--- config.mk ---
export PLATFORM = sky130hd
export DESIGN_NAME = ripple_count_capture
export DESIGN_NICKNAME = d
export VERILOG_FILES = /design/src/rtl/ripple_cap_pkg.sv /design/src/rtl/ripple_count_capture_sync_bus.sv /design/src/rtl/ripple_count_capture.sv
export SDC_FILE = /design/constraint.sdc
export NUM_CORES = 1
export LEC_CHECK = 0
export CAP_MARGIN = 40
export CORE_MARGIN = 8
export CORE_UTILIZATION = 58
export CTS_BUF_LIST = sky130_fd_sc_hd__clkbuf_8
export DETAILED_ROUTE_END_ITERATION = 16
export MAX_ROUTING_LAYER = met4
export PLACE_DENSITY = 0.9
export SYNTH_ARGS = -nofsm -noshare
export SYNTH_HDL_FRONTEND = slang
export SYNTH_SLANG_ARGS = --single-unit
--- constraint.sdc ---
create_clock -name clk -period 5.7 [get_ports clk]
set_clock_uncertainty 0.2 [all_clocks]
set_input_delay 0.855 -clock clk [delete_from_list [all_inputs] [get_ports clk]]
set_output_delay 0.855 -clock clk [all_outputs]
set_load 0.05 [all_outputs]
--- src/rtl/ripple_cap_pkg.sv ---
// Shared definitions for the ripple-counter capture stage: counter width,
// tracking FSM encoding and the modulo-8 increment helper.
package ripple_cap_pkg;

    localparam int CNT_W = 3;

    typedef enum logic {
        ACQUIRE = 1'b0,
        TRACK   = 1'b1
    } cap_state_t;

    // Forward distance from prev_val to now_val on the 3-bit ring. The
    // subtraction wraps naturally at the counter width.
    function automatic logic [CNT_W-1:0] mod8_delta(
        input logic [CNT_W-1:0] now_val,
        input logic [CNT_W-1:0] prev_val
    );
        return now_val - prev_val;
    endfunction

endpackage

--- src/rtl/ripple_count_capture_sync_bus.sv ---
// Plain multi-flop synchronizer for a bus. It carries no logic between
// stages, so every stage can be placed as a synchronizer cell.
module sync_bus #(
    parameter int WIDTH  = 3,
    parameter int STAGES = 2
) (
    input  logic             clk,
    input  logic             rst_n,
    input  logic [WIDTH-1:0] d,
    output logic [WIDTH-1:0] q
);

    logic [STAGES-1:0][WIDTH-1:0] chain;

    // Shift the asynchronous input through the flop chain, oldest sample on top.
    always_ff @(posedge clk or negedge rst_n) begin
        if (!rst_n) begin
            chain <= '0;
        end else begin
            chain <= {chain[STAGES-2:0], d};
        end
    end

    assign q = chain[STAGES-1];

endmodule

--- src/rtl/ripple_count_capture.sv ---
// Capture stage for the 3-bit asynchronous ripple counter. It synchronizes
// the counter outputs and filters out ripple transients. Settled changes
// become modulo-8 increment events with a valid/ready handshake, and a wide
// extended count accumulates every accepted increment.
module ripple_count_capture
    import ripple_cap_pkg::*;
#(
    parameter int SYNC_STAGES   = 2,
    parameter int STABLE_CYCLES = 3,
    parameter int EXT_WIDTH     = 16
) (
    input  logic                 clk,
    input  logic                 rst_n,
    input  logic [CNT_W-1:0]     cnt_in,
    output logic [EXT_WIDTH-1:0] ext_count,
    output logic                 locked,
    output logic                 evt_valid,
    output logic [CNT_W-1:0]     evt_delta,
    output logic                 evt_wrap,
    input  logic                 evt_ready,
    output logic                 overflow,
    input  logic                 clr_overflow
);

    // The run counter only has to reach STABLE_CYCLES, which is at most 15.
    localparam int RUN_W = 4;
    localparam logic [RUN_W-1:0] RUN_TARGET = RUN_W'(STABLE_CYCLES);

    logic [CNT_W-1:0] sync_q;
    logic [CNT_W-1:0] cand;
    logic [RUN_W-1:0] run;
    logic [CNT_W-1:0] acc;
    cap_state_t       state;

    logic             stable;
    logic             accept_evt;
    logic [CNT_W-1:0] delta;
    logic             wrap;

    sync_bus #(
        .WIDTH (CNT_W),
        .STAGES(SYNC_STAGES)
    ) u_sync (
        .clk  (clk),
        .rst_n(rst_n),
        .d    (cnt_in),
        .q    (sync_q)
    );

    // Stability filter: count consecutive identical synchronized samples and
    // restart the count whenever the sample changes.
    always_ff @(posedge clk or negedge rst_n) begin
        if (!rst_n) begin
            cand <= '0;
            run  <= '0;
        end else if (sync_q == cand) begin
            if (run < RUN_TARGET) begin
                run <= run + RUN_W'(1);
            end
        end else begin
            cand <= sync_q;
            run  <= RUN_W'(1);
        end
    end

    // A value is accepted once it has settled. During ACQUIRE any settled
    // value is accepted, including one equal to the reset value of acc.
    assign stable     = (run >= RUN_TARGET) && ((cand != acc) || (state == ACQUIRE));
    assign accept_evt = stable && (state == TRACK);
    assign delta      = mod8_delta(cand, acc);
    assign wrap       = (cand < acc);

    // Tracking FSM with the accumulator, the event register and the sticky
    // overflow flag. A new event may replace a pending one only when the
    // pending one transfers on the same edge. Otherwise the new event is
    // dropped, but its increment still counts toward ext_count.
    always_ff @(posedge clk or negedge rst_n) begin
        if (!rst_n) begin
            state     <= ACQUIRE;
            acc       <= '0;
            locked    <= 1'b0;
            ext_count <= '0;
            evt_valid <= 1'b0;
            evt_delta <= '0;
            evt_wrap  <= 1'b0;
            overflow  <= 1'b0;
        end else begin
            case (state)
                ACQUIRE: begin
                    if (stable) begin
                        acc    <= cand;
                        locked <= 1'b1;
                        state  <= TRACK;
                    end
                end
                TRACK: begin
                    if (accept_evt) begin
                        acc       <= cand;
                        ext_count <= ext_count + EXT_WIDTH'(delta);
                    end
                end
                default: state <= ACQUIRE;
            endcase

            if (accept_evt && (!evt_valid || evt_ready)) begin
                evt_valid <= 1'b1;
                evt_delta <= delta;
                evt_wrap  <= wrap;
            end else if (evt_valid && evt_ready) begin
                evt_valid <= 1'b0;
            end

            if (accept_evt && evt_valid && !evt_ready) begin
                overflow <= 1'b1;
            end else if (clr_overflow) begin
                overflow <= 1'b0;
            end
        end
    end

endmodule
After elaboration in Yosys (flattened, before gate mapping)

Cells that the tools add are included.

Flip-flop bits (word level): 40
Input bits: 7
Output and inout bits: 23
Logic and storage cells: 50

$add $sub $neg: 3
Order comparisons: 3
Eq/ne operators: 5
Multiplexer cells: 11
Bitwise operators: 1
Reductions and logical operators: 15

Operator list:

| operator                                                           | number |
|---|---|
| adder 16 x 3 -> 16 bit                                             | 1 |
| 2-to-1 mux 4 bit                                                   | 2 |
| logical AND 1 bit                                                  | 6 |
| 2-to-1 mux 1 bit                                                   | 6 |
| 2-to-1 mux 3 bit                                                   | 2 |
| case mux 3 bit (2 select lines)                                    | 1 |
| AND reduction 2 bit                                                | 3 |
| adder 4 x 1 -> 4 bit (second input constant)                       | 1 |
| greater-or-equal comparator 4 x 2 -> 1 bit (second input constant) | 1 |
| less-than comparator 4 x 2 -> 1 bit (second input constant)        | 1 |
| != test 2 x 1 -> 1 bit (second input constant)                     | 2 |
| nonzero test 2 bit                                                 | 2 |
| equality test 3 bit                                                | 1 |
| less-than comparator 3 bit                                         | 1 |
| != test 3 bit                                                      | 1 |
| subtractor 3 bit                                                   | 1 |
| zero test 1 bit                                                    | 2 |
| logical OR 1 bit                                                   | 2 |
| != test 2 bit (second input constant)                              | 1 |
| inverter 1 bit                                                     | 1 |

Depth between registers and ports, before layout

Gate-level depths: netlist (run 1).

Depth in word-level cells: 7
Depth in mapped cells: 10
Gate-level depth less buffers: 10

Hierarchy

A second synthesis (run 1) with hierarchy kept.

Cells, all modules: 154
Area total of the unflattened synthesis: 1850.5 um^2

Modules (own cells, without submodules):

| module               | times used | cells an instance | area each (um^2) | sequential area each (um^2) |
|---|---|---|---|---|
| ripple_count_capture | 1          | 145               | 1677.9           | 850.8 |
| sync_bus             | 1          | 9                 | 172.7            | 150.1 |

Worst setup path before layout (run 1)

No wires, ideal clock.

Path type: flip-flop to flip-flop
Start point: reg cand[0]
End point: reg ext_count[8]
Library setup time: 145 ps
Arrival time: 2248 ps
Setup slack: 3107 ps
Cell stages (with the launch flop): 11
Buffers on the path: 0
Clock period less this slack: 2593 ps
Cell sequence: dfrtp_1 inv_1 ha_1 inv_1 fa_1 inv_1 fa_1 nor2b_1 o21ai_2 nor4_1 xor2_1

Elaborated cells between the ends (all ways): 7
Those cells by class: add/sub: 2; eq/ne: 1; reduce/logical: 4

RTL lines:

| what                   | RTL line                   | text |
|---|---|---|
| from (decl)            | ripple_count_capture.sv:30 | `logic [CNT_W-1:0] cand;` |
| from (signal assigned) | ripple_count_capture.sv:61 | `cand <= sync_q;` |
| subtractor 3 bit       | ripple_cap_pkg.sv:18       | `return now_val - prev_val;` |
| named net delta[1]     | ripple_count_capture.sv:37 | `logic [CNT_W-1:0] delta;` |
| adder 16 x 3 -> 16 bit | ripple_count_capture.sv:99 | `ext_count <= ext_count + EXT_WIDTH'(delta);` |
| to (signal assigned)   | ripple_count_capture.sv:99 |  |
| to (decl)              | ripple_count_capture.sv:15 | `output logic [EXT_WIDTH-1:0] ext_count,` |

The timed path passes the listed nets, and every way through them passes these cells.
A chain may end at the register's enable or synchronous reset.

Worst setup path after layout (run 1)

Ends and elaborated chain as after synthesis.

==> metrics.md, run 1 <==
| Metric | Value |
|---|---|
| Placed insts | between 200 and 250 |
| Layout cells sized above 1 | 0.125 |
| YS warnings | 0 |
| Setup TNS | 0 ns |
| Worst EP required | 5.72 ns |
| Drt total wl | 3430 um |
| Post-synth net total | ~170 |
| Pwr Total | roughly 1.1 mW |
| Grt ovf | 0 |
| CTS resizes | 0 |
| Vias in the first global route | between 1,000 and 1,500 |
| Register area share after synthesis | 0.561 |
| Worst Hold Class | reg -> reg |
| Final setup viols | 0 |
| Final cell count without fillers | ~220 |
| #FFs+latches synth | 40 |
| Total CTS buffers | 5 |
| Hold-fix buffers, CTS | 0 |
| Worst Tran Pin Value | about 0.86 ns |
| Die span in y | a little over 70 um |
| Number of fill cells | 201 |
| Worst setup path class | reg -> reg |
| Run status | complete, no violations |
| Post-DR wirelength/cell | roughly 16 um |
| Worst Path Arrival | ~2.9 ns |
| Fmax | 351 MHz |
| Top cell type's share of synthesized area | 0.561 |
| Postcts setup bufs | 0 |
| Antenna-violating nets left | 0 |
| Root buf cell | clkbuf_8 |
| Core ar. | 0.00300 mm^2 |
| HPWL Detailed | 2580 um |
| Clock-pin slew on the worst setup and hold paths | around 0.07 ns |
| # port buffers | 29 |
| Clk Latency, worst-skew pair | 0.30 ns |
| Post-synth EDFFs | 0 |
| Final hold slack | approximately 0.15 ns |
| Min Tclk post-route | between 2 and 3 ns |
| CTS tree | built |
| Worst slack, placed | between 2 and 3 ns |
| CTS H-tree lvls | 2 |
| Post-Syn Area | about 0.0018 mm^2 |
| Pwr/cell area | 488 mW/mm^2 |
| First-pass GRT wire length | roughly 5700 um |
| Max Root-Sink Buffers | 2 |
| Starting density of the core | 0.595 |
| Largest net degree at the start of global routing | 41 |
| Area leader, netlist | dfrtp_1 |
| Via density | between 5 and 6 |
| Setup repair after global routing missed its margin | no |
| Initial DRT Pass Iterations | 4 |
| Worst setup margin | around 2.9 ns |
| Via count | between 1,000 and 1,500 |
| Final Hold Fails | 0 |
| I/O pins | 30 |
| Initial antenna violation count | 0 |
| Die W | around 71 um |
| Startpoint Class | register |
| R2r setup slk | 2.85 ns |
| Syn_area_per_cell | approximately 12 um^2 |
| Critical Path Fanout Max | 5 |
| GRT Overall Usage | 0.148 |
| Final period util | 0.500 |
| Ys async rst share | 1.00 |
| Worst VDD drop | 0.000278 V |
| Area Growth Syn to Fin | 24.1% |
| Max_cap viols | 0 |
| Top cells by area, synth | dfrtp_1 56%, xor2_1 7.4%, ha_1 4.9% |
| Library cells used by synthesis | 35 |
| GPL Wtd Cong | between 0.8 and 0.9 |
| Synth Instances | ~150 |
| Drc violations | 0 |
| Clock net sink count | 40 |
| Total die area | 0.00511 mm^2 |
| Iter 0 DRT Violations | 60 |
| Slew HR | 0.424 |
| Ys flop type | dfrtp_1 |
| Final #Nets | 199 |
| Setup crit end kind | register |
| Row count | 20 |
| Fin. max-slew vios | 0 |
| Ant diodes | 0 |
| Pleak | 1.04 nW |
metrics by stage:
stage               instance area [um^2]   util
floorplan                           1790      -
global placement                    2090  0.696
detailed placement                  2090  0.696
CTS                                 2220  0.738
global route                        2220  0.738
finish                              2220  0.738
registers in the layout, indices dropped and copies added (netlist names):
name and cells:
evt_valid 1, cand 3, evt_wrap 1, overflow 1, ext_count 16, run 4
state 1, acc 3, u_sync.q 3, evt_delta 3, locked 1, u_sync.chain 3
metal layers:
| layer | GRT usage | wire [um] | vias to the layer above |
|---|---|---|---|
| met5 | - | 0 | - |
| li1 | - | - | 567 |
| met1 | 0.158 | 1440 | 586 |
| met3 | 0.0600 | 193 | 5 |
| met2 | 0.240 | 1750 | 32 |
| met4 | 0.0635 | 52 | 0 |
logic make-up (layout without fill, tap and decap cells):
group	count (synthesis)	in the layout	share of synthesized area
AOI/OAI and AO/OA	15	15	0.0568
xor gates and xnor gates	19	19	0.0932
adders and majority gates	9	9	0.0715
buffers and inverters	15	48	0.0357
DFF	40	40	0.561
muxes	4	4	0.0252
and+or+nand+nor	49	49	0.157
synthesized netlist by cell type, drive strengths merged, types with 2 or more instances:
cell type / number
dfrtp: 40
nand2: 18
xor2: 15
inv: 11
nor3: 9
ha: 7
o21ai: 7
mux2: 4
nand3: 4
nor2: 4
xnor2: 4
clkbuf: 3
and2: 2
and3: 2
fa: 2
nand2b: 2
nand4: 2
nor2b: 2
nor4: 2
worst max-delay path, stage by stage (launching register included):
cell	delay, ns
dfrtp_1	0.41
inv_1	0.10
ha_1	0.15
inv_1	0.06
fa_1	0.50
inv_1	0.07
fa_1	0.43
nor2b_1	0.21
o21ai_2	0.14
nor4_1	0.32
xor2_1	0.18
power breakdown:
part / internal [mW] / switching, mW / total, mW
registers: 0.335 / 0.0417 / 0.376
logic: 0.160 / 0.297 / 0.457
clock network: 0.154 / 0.0943 / 0.249
total: 0.649 / 0.433 / 1.08
path summary, 6_finish.rpt:
check                                                from                  endpoint  cells after the start
worst max-delay path                  cand[0]$_DFFE_PN0N_  ext_count[8]$_DFFE_PN0P_                     10
worst min-delay path            u_sync.chain[0]$_DFF_PN0_     u_sync.q[0]$_DFF_PN0_                      0
worst max register to register        cand[0]$_DFFE_PN0N_  ext_count[8]$_DFFE_PN0P_                     10
worst min register to register  u_sync.chain[0]$_DFF_PN0_     u_sync.q[0]$_DFF_PN0_                      0
max in group asynchronous                           rst_n       cand[1]$_DFFE_PN0N_                      1
min in group asynchronous                           rst_n  evt_delta[0]$_DFFE_PN0P_                      1
placed cells by master, fill, tap and decap left out, drive strengths merged, types with 2 or more instances in the layout:
| cell type | synthesis | final |
|---|---|---|
| and2 | 2 | 2 |
| and3 | 2 | 2 |
| clkbuf | 3 | 7 |
| clkdlybuf4s50 | 0 | 28 |
| dfrtp | 40 | 40 |
| fa | 2 | 2 |
| ha | 7 | 7 |
| inv | 11 | 11 |
| mux2 | 4 | 4 |
| nand2 | 18 | 18 |
| nand2b | 2 | 2 |
| nand3 | 4 | 4 |
| nand4 | 2 | 2 |
| nor2 | 4 | 4 |
| nor2b | 2 | 2 |
| nor3 | 9 | 9 |
| nor4 | 2 | 2 |
| o21ai | 7 | 7 |
| xnor2 | 4 | 4 |
| xor2 | 15 | 15 |
layout make-up:
type / count / area, um^2 / share of cell area
clock buffer: 7 / 96.3 / 0.0435
tap: 33 / 41.3 / 0.0186
multi-input combinational: 96 / 721 / 0.325
inverter: 11 / 41.3 / 0.0186
timing repair buffer: 29 / 285 / 0.129
sequential: 40 / 1000 / 0.452
clock inverter: 1 / 30.0 / 0.0136
No activity file was read; power rests on OpenSTA's default activity.
==> run 2: changes to the inputs <==
--- a/config.mk
+++ b/config.mk
@@ -7,11 +7,11 @@
 export LEC_CHECK = 0
 export CAP_MARGIN = 40
 export CORE_MARGIN = 8
-export CORE_UTILIZATION = 58
+export CORE_UTILIZATION = 54
 export CTS_BUF_LIST = sky130_fd_sc_hd__clkbuf_8
 export DETAILED_ROUTE_END_ITERATION = 16
 export MAX_ROUTING_LAYER = met4
-export PLACE_DENSITY = 0.9
+export PLACE_DENSITY = 0.85
 export SYNTH_ARGS = -nofsm -noshare
 export SYNTH_HDL_FRONTEND = slang
 export SYNTH_SLANG_ARGS = --single-unit
==> constraint.sdc (replaced) <==
create_clock -name clk -period 2.7 [get_ports clk]
set_clock_uncertainty 0.2 [all_clocks]
set_input_delay 0.405 -clock clk [delete_from_list [all_inputs] [get_ports clk]]
set_output_delay 0.405 -clock clk [all_outputs]
set_load 0.05 [all_outputs]
==> metrics.md, run 2 (synthesis gave the netlist of run 1 again) <==
| Metric | Value |
|---|---|
| Worst VDD drop | 0.000566 V (+100%) |
| Commonest non-fill, non-tap cell in the layout | dfrtp_1 |
| Worst path max stage delay | 0.53 ns (+0.03 ns) |
| Number of fill cells | 231 (+15%) |
| Final #Nets | 204 (+2.5%) |
| Cell Chain, Critical Path | inv_2, ha_1, inv_1, fa_1, inv_1, fa_2, nor2b_4, o21ai_4, buf_6, nor3_4, xor2_1 |
| Die W | 73.5 um (+2.8%) |
| Top Family by Delay on Critical Path | adder cells |
| Root buf cell | clkbuf_8 |
| Clock net sink count | 40 (unchanged) |
| Total die area | 0.00540 mm^2 (+5.7%) |
| Combinational Power Share | 0.501 (+0.079) |
| Final hold slack | 0.0128 ns (-0.140 ns) |
| Initial antenna violation count | 0 (unchanged) |
| Clk pwr share | 0.166 (-0.064) |
| Via density | 5.25 (-4.2%) |
| Initial DRT Pass Iterations | 4 (unchanged) |
| Setup crit end kind | register |
| Worst EP required | 2.71 ns (-3.01 ns) |
| Met2 Use GR | 0.249 (+0.00922) |
| Worst slack, placed | -0.0182 ns (-2.90 ns) |
| Startpoint Class | register |
| Antenna-violating nets left | 0 (unchanged) |
| Slew HR | 0.436 (+0.0118) |
| # port buffers | 29 (unchanged) |
| Critical Path Fanout Max | 3 (-2) |
| HPWL Detailed | 2590 um (+0.46%) |
| Row count | 21 (+5.0%) |
| Pwr/cell area | 1030 mW/mm^2 (+110%) |
| Ant diodes | 0 (unchanged) |
| Largest net degree at the start of global routing | 41 (unchanged) |
| Reg power frac | 0.333 (-0.015) |
| Final period util | 0.982 (+0.482) |
| I/O pins | 30 (unchanged) |
| Layout cells sized above 1 | 0.201 (+0.0761) |
| Max Root-Sink Buffers | 2 (unchanged) |
| GPL Wtd Cong | 0.889 (+3.5%) |
| Fin. max-slew vios | 0 (unchanged) |
| Pleak | 1.07 nW (+2.1%) |
| Multi-input gate area | 797 um^2 (+11%) |
| Via count | 1,234 (+3.7%) |
| Clk Latency, worst-skew pair | 0.29 ns (about the same) |
| Switch share | 0.425 (+0.0251) |
| Min Tclk post-route | 2.65 ns (-0.198 ns) |
| Final setup viols | 0 (unchanged) |
| Worst Path Arrival | 2.66 ns (-0.21 ns) |
| Slowest CP cell | fa_1 |
| CTS H-tree lvls | 2 (unchanged) |
| GRT Overall Usage | 0.149 (+0.00131) |
| Met1 Use GR | 0.160 (+0.00269) |
| Drt total wl | 3640 um (+5.9%) |
| CTS tree | built |
| Commonest cells after routing, fill and taps aside | 40 x dfrtp_1, 28 x clkdlybuf4s50_1, 17 x nand2_1 |
| Reg with most FFs | ext_count |
| Starting density of the core | 0.548 (-0.0466) |
| Number of flip-flops under the largest register name | 16 (unchanged) |
| Final Hold Fails | 0 (unchanged) |
| Layer with the highest usage | met2 |
| Worst Tran Pin Value | 0.846 ns (-0.0177 ns) |
| Pwr Total | 2.38 mW (+120%) |
| Total CTS buffers | 5 (unchanged) |
| Register area | 0.00100 mm^2 (unchanged) |
| Vias in the first global route | 1,305 (+7.9%) |
| Most common cell on crit path | inv_1 |
| Worst setup margin | 0.0492 ns (-2.80 ns) |
| Max_cap viols | 0 (unchanged) |
| Worst setup path class | reg -> reg |
| Iter 0 DRT Violations | 57 (-5.0%) |
| Run status | complete, no violations |
| Met3 Usage GRT | 0.0396 (-0.0204) |
| Post-DR wirelength/cell | 15.5 um (-2.2%) |
| Core ar. | 0.00326 mm^2 (+8.5%) |
| Buf/Inv on CP | 4 (+1) |
| Drc violations | 0 (unchanged) |
| Die span in y | 73.5 um (+2.8%) |
| Area Growth Syn to Fin | 29.7% |
| Clock-pin slew on the worst setup and hold paths | 0.08 ns (about the same) |
| Worst Hold Class | in -> async |
| Pint | 1.37 mW (+110%) |
| Fmax | 377 MHz (+7.5%) |
| Switching power | 1.01 mW (+130%) |
| Setup repair after global routing missed its margin | yes |
| Top flop regs | ext_count x16, run x4 |
| First-pass GRT wire length | 6040 um (+6.6%) |
| Grt ovf | 0 (unchanged) |
-- run 2: stage by stage --
step	TNS [ns]	util	instances	instance area [um^2]
global placement	0	0.651	224	2120
detailed placement	-0.0267	0.651	224	2120
CTS	0	0.684	232	2230
floorplan	0	-	151	1790
global route	-0.142	0.711	235	2320
finish	0	0.711	235	2320
-- run 2: power by group through the flow --
stage               Combinational (mW)  Sequential [mW]  Clock (mW)
CTS                               1.00            0.792       0.404
global route                      1.29            0.808       0.429
detailed placement               0.980            0.802           0
global placement                 0.953            0.796           0
finish                            1.19            0.793       0.396
floorplan                        0.422             1.05           0
-- run 2: cell type report --
| type | count | share of cell area |
|---|---|---|
| multi-input cells | 96 | 0.344 |
| repair buffers | 34 | 0.141 |
| clock inverters | 3 | 0.0103 |
| clock buffers | 5 | 0.0297 |
| well taps | 46 | 0.0249 |
| inverters | 11 | 0.0178 |
| flip-flops and latches | 40 | 0.432 |
-- run 2: layer usage --
metal | part of all wire | vias to the layer above
li1 | - | 576
met1 | 0.38 | 624
met2 | 0.55 | 27
met3 | 0.051 | 7
met4 | 0.018 | 0
met5 | 0 | -
-- run 2: timing repair --
action                     4_1_cts  5_1_grt
setup endpoints to repair        4       12
gates resized for setup          3       13
pin swaps                        0        2
buffers inserted                 0        3
hold buffers                     0        0
-- run 2: path summary, 6_finish.rpt --
| check | start | endpoint | slack [ns] | cells past startpoint |
|---|---|---|---|---|
| min reg2reg | u_sync.chain[2]$_DFF_PN0_ | u_sync.q[2]$_DFF_PN0_ | 0.15 | 0 |
| min in group clk | u_sync.chain[2]$_DFF_PN0_ | u_sync.q[2]$_DFF_PN0_ | 0.15 | 0 |
| min | rst_n | evt_valid$_DFFE_PN0P_ | 0.01 | 1 |
| max | cand[0]$_DFFE_PN0N_ | ext_count[14]$_DFFE_PN0P_ | 0.05 | 11 |
| max in group asynchronous | rst_n | ext_count[6]$_DFFE_PN0P_ | 1.75 | 1 |
| max reg2reg | cand[0]$_DFFE_PN0N_ | ext_count[14]$_DFFE_PN0P_ | 0.05 | 11 |
-- run 2: worst register-to-register path, cell delays in order (launching register included) --
cell	delay, ns
dfrtp_1	0.40
inv_2	0.07
ha_1	0.14
inv_1	0.06
fa_1	0.53
inv_1	0.07
fa_2	0.38
nor2b_4	0.17
o21ai_4	0.08
buf_6	0.16
nor3_4	0.12
xor2_1	0.19
==> run 3: changes to the inputs <==
--- a/config.mk
+++ b/config.mk
@@ -7,11 +7,11 @@
 export LEC_CHECK = 0
 export CAP_MARGIN = 40
 export CORE_MARGIN = 8
-export CORE_UTILIZATION = 54
+export CORE_UTILIZATION = 50
 export CTS_BUF_LIST = sky130_fd_sc_hd__clkbuf_8
 export DETAILED_ROUTE_END_ITERATION = 16
 export MAX_ROUTING_LAYER = met4
-export PLACE_DENSITY = 0.85
+export PLACE_DENSITY = 0.8
 export SYNTH_ARGS = -nofsm -noshare
 export SYNTH_HDL_FRONTEND = slang
 export SYNTH_SLANG_ARGS = --single-unit
==> metrics.md, run 3 (synthesis gave the netlist of run 1 again) <==
| Metric | Value |
|---|---|
| Worst Tran Pin Value | 0.856 ns (+0.00967 ns) |
| Reg with most FFs | ext_count |
| Worst EP required | 2.71 ns (about the same) |
| Commonest cells after routing, fill and taps aside | 40 x dfrtp_1, 28 x clkdlybuf4s50_1, 17 x nand2_1 |
| Worst setup path class | reg -> reg |
| Total die area | 0.00574 mm^2 (+6.2%) |
| CTS tree | built |
| Number of flip-flops under the largest register name | 16 (unchanged) |
| Worst VDD drop | 0.000480 V (-15%) |
| Violated checks | setup timing |
| Starting density of the core | 0.527 (-0.0212) |
| Worst setup margin | -0.00453 ns (-0.0537 ns) |
| Multi-input gate area | 792 um^2 (-0.63%) |
| Top Family by Delay on Critical Path | adder cells |
| Commonest non-fill, non-tap cell in the layout | dfrtp_1 |
| Pleak | 1.07 nW (+0.31%) |
| Core ar. | 0.00339 mm^2 (+4.0%) |
| Iter 0 DRT Violations | 60 (+5.3%) |
| Vias in the first global route | 1,232 (-5.6%) |
| Max Root-Sink Buffers | 2 (unchanged) |
| Initial DRT Pass Iterations | 4 (unchanged) |
| Layout cells sized above 1 | 0.197 (-0.00425) |
| Slowest CP cell | fa_2 |
| Top flop regs | ext_count x16, run x4 |
| Post-DR wirelength/cell | 15.7 um (+1.3%) |
| Clk Latency, worst-skew pair | 0.29 ns (about the same) |
| Worst Hold Class | in -> async |
| # port buffers | 29 (unchanged) |
| Slew HR | 0.429 (-0.00645) |
| Worst slack, placed | -0.0652 ns (-0.0470 ns) |
| Total CTS buffers | 5 (unchanged) |
| Critical Path Fanout Max | 3 (unchanged) |
| Worst Path Arrival | 2.71 ns (+0.05 ns) |
| Via count | 1,195 (-3.2%) |
| Via density | 5.11 (-2.7%) |
| Final cell count without fillers | 234 (-0.43%) |
| Area Growth Syn to Fin | 28.7% |
| Antenna-violating nets left | 0 (unchanged) |
| Final #Nets | 203 (-0.49%) |
| CTS H-tree lvls | 2 (unchanged) |
| Setup repair after global routing missed its margin | yes |
| Ant diodes | 0 (unchanged) |
| Placed insts | 224 (unchanged) |
| Final hold slack | 0.0232 ns (+0.0104 ns) |
| First-pass GRT wire length | 5780 um (-4.3%) |
| Final Hold Fails | 0 (unchanged) |
| Run status | finished, violations left |
| Worst path max stage delay | 0.53 ns (about the same) |
| Min Tclk post-route | 2.70 ns (+0.0537 ns) |
| Final setup viols | 1 (+1) |
| Setup TNS | -0.00453 ns (-0.00453 ns) |
| Final period util | 1.00 (+0.0199) |
| Pwr/cell area | 1010 mW/mm^2 (-1.6%) |
| Cell Chain, Critical Path | inv_2, ha_4, inv_2, fa_2, inv_1, fa_2, nor2b_4, o21ai_2, nor4_2, xor2_1 |
| Die span in y | 75.8 um (+3.1%) |
| Setup crit end kind | register |
| Largest net degree at the start of global routing | 41 (unchanged) |
| GPL Wtd Cong | 0.868 (-2.3%) |
| Fmax | 370 MHz (-2.0%) |
| Fin. max-slew vios | 0 (unchanged) |
| Startpoint Class | register |
| Pwr Total | 2.32 mW (-2.4%) |
| Initial antenna violation count | 0 (unchanged) |
| Die W | 75.8 um (+3.1%) |
| Buf/Inv on CP | 3 (-1) |
| Root buf cell | clkbuf_8 |
| GRT Overall Usage | 0.140 (-0.00968) |
| Clock net sink count | 40 (unchanged) |
| Drt total wl | 3670 um (+0.88%) |
| Clock-pin slew on the worst setup and hold paths | 0.07 ns (about the same) |
| Register area | 0.00100 mm^2 (unchanged) |
| HPWL Detailed | 2540 um (-2.1%) |
| Drc violations | 0 (unchanged) |
| I/O pins | 30 (unchanged) |
| Row count | 21 (unchanged) |
| Number of fill cells | 232 (+0.43%) |
| Grt ovf | 0 (unchanged) |
| Max_cap viols | 0 (unchanged) |
==> run 3: routing by layer <==
metal | up-vias | share of wire | global-route usage
li1 | 573 | - | -
met1 | 585 | 0.42 | 0.156
met2 | 30 | 0.52 | 0.222
met3 | 7 | 0.051 | 0.0539
met4 | 0 | 0.012 | 0.0512
met5 | - | 0 | -
==> run 3: worst paths after layout <==
path / start / endpoint / slack [ns] / cells after the start
worst max-delay path: cand[0]$_DFFE_PN0N_ / ext_count[8]$_DFFE_PN0P_ / -0.005 / 10
worst min-delay path: rst_n / ext_count[14]$_DFFE_PN0P_ / 0.02 / 1
worst max register to register: cand[0]$_DFFE_PN0N_ / ext_count[8]$_DFFE_PN0P_ / -0.005 / 10
worst min register to register: u_sync.chain[2]$_DFF_PN0_ / u_sync.q[2]$_DFF_PN0_ / 0.15 / 0
max in group asynchronous: rst_n / cand[0]$_DFFE_PN0N_ / 1.74 / 1
min in group clk: u_sync.chain[2]$_DFF_PN0_ / u_sync.q[2]$_DFF_PN0_ / 0.15 / 0
==> run 3: report_power, final <==
group / switching, mW / leakage [nW] / internal, mW
Sequential: 0.0916 / 0.506 / 0.706
Clock: 0.189 / 0.0538 / 0.201
Combinational: 0.706 / 0.509 / 0.429
Total: 0.987 / 1.07 / 1.34
==> run 3: final cells by class <==
| class | instances | area share |
|---|---|---|
| clock buffers | 6 | 0.0359 |
| multi-input cells | 96 | 0.345 |
| well taps | 46 | 0.0251 |
| clock inverters | 2 | 0.00327 |
| inverters | 11 | 0.0180 |
| flip-flops and latches | 40 | 0.436 |
| repair buffers | 33 | 0.137 |
==> run 3: per-stage QoR <==
| stage | cell area, um^2 | utilization |
|---|---|---|
| global route | 2300 | 0.678 |
| detailed placement | 2120 | 0.626 |
| finish | 2300 | 0.678 |
| global placement | 2120 | 0.626 |
| CTS | 2230 | 0.658 |
| floorplan | 1790 | - |
==> run 3: timing repair <==
item                                   in CTS  in global routing
setup endpoints to repair                   5                 13
resized for setup                           3                 13
setup buffers                               1                  1
endpoints found under the hold margin       0                  0
pin swaps                                   0                  7
gates cloned                                0                  0
hold buffers                                0                  0
